==> config.mk <==
export PLATFORM = sky130hd
export DESIGN_NAME = alu_reg
export DESIGN_NICKNAME = d
export VERILOG_FILES = /design/src/rtl/alu_reg.sv
export SDC_FILE = /design/constraint.sdc
export NUM_CORES = 2
export LEC_CHECK = 0
export CELL_PAD_IN_SITES_DETAIL_PLACEMENT = 1
export CELL_PAD_IN_SITES_GLOBAL_PLACEMENT = 2
export CORE_MARGIN = 3
export CORE_UTILIZATION = 35
export DETAILED_ROUTE_END_ITERATION = 8
export GPL_TIMING_DRIVEN = 0
export PLACE_DENSITY = 0.81
export SLEW_MARGIN = 20
export SYNTH_ARGS = -nofsm -noshare
export SYNTH_HDL_FRONTEND = slang
export SYNTH_SLANG_ARGS = --single-unit
==> constraint.sdc <==
create_clock -name clk -period 0.8 [get_ports clk]
set_input_delay 0.24 -clock clk [delete_from_list [all_inputs] [get_ports clk]]
set_output_delay 0.24 -clock clk [all_outputs]
set_load 0.1 [all_outputs]
==> src/rtl/alu_reg.sv <==
// alu_reg: registered 4-function unsigned integer ALU (ADD, SUB, MUL, DIV).
//
// The block samples the operands and the opcode on each rising clock edge and
// registers the result and the flags. Latency is one cycle, and the block
// accepts one operation per cycle. The divider is combinational.
//
// Ports:
//   clk    - rising-edge clock
//   reset  - asynchronous reset, active low (0 = in reset)
//   A, B   - unsigned operands, WIDTH bits
//   S      - opcode: 0=ADD 1=SUB 2=MUL 3=DIV
//   out    - registered result
//   zero   - registered; 1 when the loaded result is 0
//   carry  - registered; ADD carry-out or SUB borrow, 0 for MUL/DIV
//   dz     - registered; 1 when DIV executed with B==0
module alu_reg #(
    parameter int WIDTH = 32
) (
    input  logic             clk,
    input  logic             reset,
    input  logic [WIDTH-1:0] A,
    input  logic [WIDTH-1:0] B,
    input  logic [1:0]       S,
    output logic [WIDTH-1:0] out,
    output logic             zero,
    output logic             carry,
    output logic             dz
);

    typedef enum logic [1:0] {
        OP_ADD = 2'd0,
        OP_SUB = 2'd1,
        OP_MUL = 2'd2,
        OP_DIV = 2'd3
    } op_t;

    op_t              op;
    logic [WIDTH-1:0] nxt_out;
    logic             nxt_carry;
    logic             nxt_dz;

    assign op = op_t'(S);

    always_comb begin
        nxt_out   = '0;
        nxt_carry = 1'b0;
        nxt_dz    = 1'b0;
        case (op)
            OP_ADD: {nxt_carry, nxt_out} = {1'b0, A} + {1'b0, B};
            OP_SUB: begin
                nxt_out   = A - B;
                nxt_carry = (A < B);
            end
            OP_MUL: nxt_out = A * B;
            OP_DIV: begin
                // A divide by zero saturates the result to all ones and
                // raises dz. The divider never sees B==0.
                if (B == '0) begin
                    nxt_out = '1;
                    nxt_dz  = 1'b1;
                end else begin
                    nxt_out = A / B;
                end
            end
            default: nxt_out = '0;
        endcase
    end

    always_ff @(posedge clk or negedge reset) begin
        if (!reset) begin
            out   <= '0;
            zero  <= 1'b1;
            carry <= 1'b0;
            dz    <= 1'b0;
        end else begin
            out   <= nxt_out;
            zero  <= (nxt_out == '0);
            carry <= nxt_carry;
            dz    <= nxt_dz;
        end
    end

endmodule

* Word level (Yosys, flattened, before mapping)
Index checks and enable logic that the tools add are counted.
** Cells by class
- Order comparisons :: 1
- Multiplexer cells :: 5
- $mul :: 1
- Divide/modulo/power cells :: 1
- Equality and inequality tests :: 3
- Reduce and logical (&&, ||, !) cells :: 3
- Add/sub/neg operators :: 2
** Operators with widths (number)
- 32-bit one-hot mux with 4 select lines :: 1
- 32-bit logical NOT :: 2
- 32-bit by 32-bit adder with 33-bit output :: 1
- 32-bit by 32-bit divider with 32-bit output :: 1
- 32-bit less-than comparator :: 1
- 32-bit by 32-bit multiplier with 32-bit output :: 1
- 32-bit 2-to-1 mux :: 1
- 32-bit subtractor :: 1
- 2-bit equality test, second input constant :: 2
- 2-bit by 1-bit equality test with 1-bit output, second input constant :: 1
- 2-bit logical NOT :: 1
- 1-bit 2-to-1 mux :: 2
- 1-bit one-hot mux with 2 select lines :: 1
** Storage, ports and cells
- Register bits after elaboration :: 35

* Logic depth before layout (Yosys ltp)
- Word-level depth :: 4
- Depth in mapped cells :: 337
- Depth with buffers taken out :: 303

* Worst setup path before layout
Ideal clock, no wire load.
- Path type :: in2reg
- Start :: in B[0]
- End :: reg zero
- Buffers on the path :: 44
- Stages :: 306
- Arrival time :: 69.329 ns
- Slack :: -68.625 ns
- Cell sequence :: inv_1 > ha_1 > o21a_1 > nand2_1 > o21ai_0 > ha_1 > nand2b_1 > o21ai_1 > o21ai_0 > a22o_1 > ha_1 > a21oi_1 > nand2_1 > and3_1 > nor2_1 > a21oi_1 > ha_1 > o211ai_1 > (+270 left out) > nand3_1 > a21oi_1 > clkbuf_1 > mux2_2 > ha_1 > a21o_1 > a21o_1 > a21o_1 > a211oi_1 > o211ai_1 > o21ai_0 > o211ai_1 > nor2_1 > nor4b_1 > nor4bb_1 > and4b_1 > nand4bb_1 > nor4bb_1
** On the way
- Cells in the longest elaborated chain, start to end :: 4
- Elaborated cells between the ends (all ways) :: 8
- Classes of those cells :: add/sub: 2; mul: 1; div: 1; mux: 2; reduce/logical: 2
** RTL lines
- from (decl) :: RTL line 22 : input logic [WIDTH-1:0] B,
- 32-bit by 32-bit divider with 32-bit output / 32-bit logical NOT (equally long branches) :: RTL line 62, 58
- 32-bit 2-to-1 mux :: RTL line 58 : if (B == '0) begin
- 32-bit one-hot mux with 4 select lines * :: RTL line 48 : case (op)
- via nxt_out[0] :: RTL line 38 : logic [WIDTH-1:0] nxt_out;
- 32-bit logical NOT * :: RTL line 77 : zero <= (nxt_out == '0);
- to (signal assigned) :: RTL line 77
- to (decl) :: RTL line 25 : output logic zero,
Mark *: on every way through the listed nets, which the timed path passes. The rest lies on a longest branch.

* Final worst setup path
- Start :: in B[16]
- End :: reg zero
** On the way
- Cells in the longest elaborated chain, start to end :: 4
- Elaborated cells between the ends (all ways) :: 8
- Classes of those cells :: add/sub: 2; mul: 1; div: 1; mux: 2; reduce/logical: 2
** RTL lines (RTL line)
- 32-bit by 32-bit divider with 32-bit output / 32-bit logical NOT (equally long branches) :: 62, 58
- 32-bit 2-to-1 mux * :: 58
- 32-bit one-hot mux with 4 select lines * :: 48
- via nxt_out[0] :: 38
- 32-bit logical NOT * :: 77
Marked as above.

==> metrics.txt <==
status=finished with violations; failing checks=negative hold slack, negative setup slack; crit start category=input port; Pwr per Cell Area=2013 nW/um^2; Iteration-0 DRC Markers=about 5400; CTS Buf Count=5; per-cell routed wire length=29.82 um; Fin. Hold Viols=15; CORE AREA=about 140000 um^2; multi-input logic area=54160 um^2; CP top delay family=compound AO/OA/AOI/OAI gates; f_max=15.22 MHz; Layout Utilization=49.61%; Final min period=65.71 ns; routability cong.=0.9843; post-synth net total=8205; routed via count=60680; Slew headroom=20.20%; num ports=103; fin cells=9820; Worst VDD drop=slightly below 0.003 V; worst-path cell with the longest stage delay=or4_4; Remaining DRCs=0; number of distinct library cells after synthesis=106; Mapped Cells=7009; fin. max-slew vios=0; Die Span Y=387.9 um; most used cell, CP=ha_4; Placed Cells=9038; sum of negative setup slack=-1052.13 ns; H-tree Lvls=2; Power, Total=144000 uW; commonest non-fill, non-tap cell in the layout=nand2_1; share of layout cells above drive strength 1=28.89%; net switching power=83850 uW; Worst EP arrival=between 60 and 70 ns; GRT Residual Overflow=0; fillers=16930; initial antenna violation count=15; worst hold path class=in -> async; die area=150400 um^2; most frequent cells in the layout=791 x nand2_1, 710 x buf_4, 645 x inv_1; clock-pin slew on the worst setup and hold paths=0.09 ns; largest net degree at the start of global routing=31; number of synthesized register bits=35; Top FF cell, synth=dfrtp_1; DP HPWL=around 220000 um; Worst setup EP type=register; hold_ws=-0.07434 ns; register share of total power=2.1%; drt via density=about 6.2; Clock Power Share=1.5%; Clock Tree Buf Depth=2; Post-synth EDFFs=0; Leak=0.03214 uW; Detail Route Antenna Nets=0; CTS root buf=clkbuf_16; crit-path max FO=10; Layout area overhead=40.16%; Setup CP Type=in -> reg; Sw Ratio=58.25%; global-route usage over all layers=36.27%; Cell Int Power=60110 uW; vias in the first global route=60880; Final Net Count=9101; fraction of registers with async set/reset=100.0%; first-pass GRT wire length=411100 um; synthesized area=~50000 um^2; Worst Tran Pin Value=1.194 ns; max_cap viols=0; CTS tree=yes; RSZ-0062 raised after global routing=yes; Clock Sinks=35; Tcrit/Tclk final=8214%; worst path bufs/invs=48; buffers added on ports=101; first-pass detailed-route iteration total=6; Largest stage delay, worst path=0.56 ns; Starting Density=35.40%; final setup vio count=70; Yosys Warn Count=0; Final WS setup=-64.91 ns; die outline width=just under 400 um; register area share after synthesis=~1.7%; Mean Syn Cell Area=7.281 um^2; total wire length=292800 um; required time worst endpoint=between 0.9 and 1 ns; Seq. cell area=1005 um^2; num rows=139; logic gate share of total power=96.3%; pre-CTS worst setup slack=-82.64 ns
==> per-layer routing <==
| layer | track usage, % | share of wire [%] | up-vias | wire [um] |
|---|---|---|---|---|
| met5 | 0 | 0.0048 | - | 14 |
| met4 | 17.18 | 6.7 | 2 | 19750 |
| met3 | 5.138 | 7.7 | 742 | 22400 |
| met2 | 58.58 | 44 | 2607 | 130200 |
| met1 | 47.59 | 41 | 30730 | 120500 |
| li1 | - | - | 26600 | - |
==> stage by stage <==
stage	area, um^2	hold WS (ns)
2_1_floorplan	54350	-0.05557
5_1_grt	71520	-0.06473
4_1_cts	66200	-0.07619
6_report	71530	-0.07434
3_5_place_dp	58300	0.2474
3_3_place_gp	57740	1.134
==> layout make-up <==
type	count	share of cell area [%]
antenna	11	0.03848
buffer	267	4.275
clock buffer	6	0.1942
clock inverter	2	0.02274
inverter	687	3.679
multi-input combinational	6002	75.71
sequential	35	1.405
tap	1903	3.329
timing repair buffer	907	11.35
==> synthesized netlist by cell type (all sizes together), types with 57 or more instances <==
cell type / instances / area (um^2)
a211oi: 65 / 503.0
a21o: 203 / 1524
a21oi: 470 / 2367
a31oi: 99 / 631.9
and2: 118 / 738.2
and3: 67 / 419.2
buf: 57 / 247.7
clkbuf: 228 / 855.8
fa: 410 / 8208
ha: 718 / 8984
inv: 686 / 2575
mux2: 71 / 799.5
nand2: 870 / 3266
nand2b: 57 / 356.6
nand3: 147 / 740.7
nor2: 603 / 2266
nor3: 168 / 865.8
o211ai: 86 / 650.6
o21a: 123 / 923.4
o21ai: 332 / 1677
o21bai: 72 / 540.5
or3: 74 / 468.0
xnor2: 284 / 2487
xor2: 154 / 1349
==> flip-flops by register name, summed over array words and instances, names as in the netlist <==
register  flops
out          32
carry         1
dz            1
zero          1
==> power by group through the flow <==
stage	Clock, uW	Combinational [uW]	Sequential [uW]
CTS	2190	133000	2950
finish	2210	139000	3060
detailed placement	0	127000	2910
floorplan	0	101000	8410
global route	2330	149000	3140
global placement	0	124000	2890
==> worst max path at each step <==
| stage | startpoint | end | depth (start not counted) |
|---|---|---|---|
| after floorplan | B[31] | zero | 308 |
| after global placement | B[0] | zero | 305 |
| after detailed placement | B[0] | zero | 303 |
| after CTS | B[3] | zero | 322 |
| after global routing | B[30] | zero | 317 |
| final | B[16] | zero | 312 |
==> timing repair <==
| item | in CTS | in global routing |
|---|---|---|
| endpoints found under the hold margin | 15 | 15 |
| cloned | 5 | 7 |
| resized for setup | 1007 | 698 |
| pin swaps | 316 | 465 |
| buffers inserted | 466 | 306 |
| setup endpoints to repair | 70 | 70 |
==> kinds of logic after synthesis <==
| group | count (synthesis) | synth area share (%) |
|---|---|---|
| xor gates and xnor gates | 438 | 7.517 |
| adders and majority gates | 1128 | 33.69 |
| buffers and inverters | 972 | 7.215 |
| DFF | 35 | 1.719 |
| and+or+nand+nor | 2395 | 21.98 |
| muxes | 106 | 2.253 |
| AOI/OAI and AO/OA | 1935 | 25.63 |
Note: power is estimated with default switching activity, not from simulation.
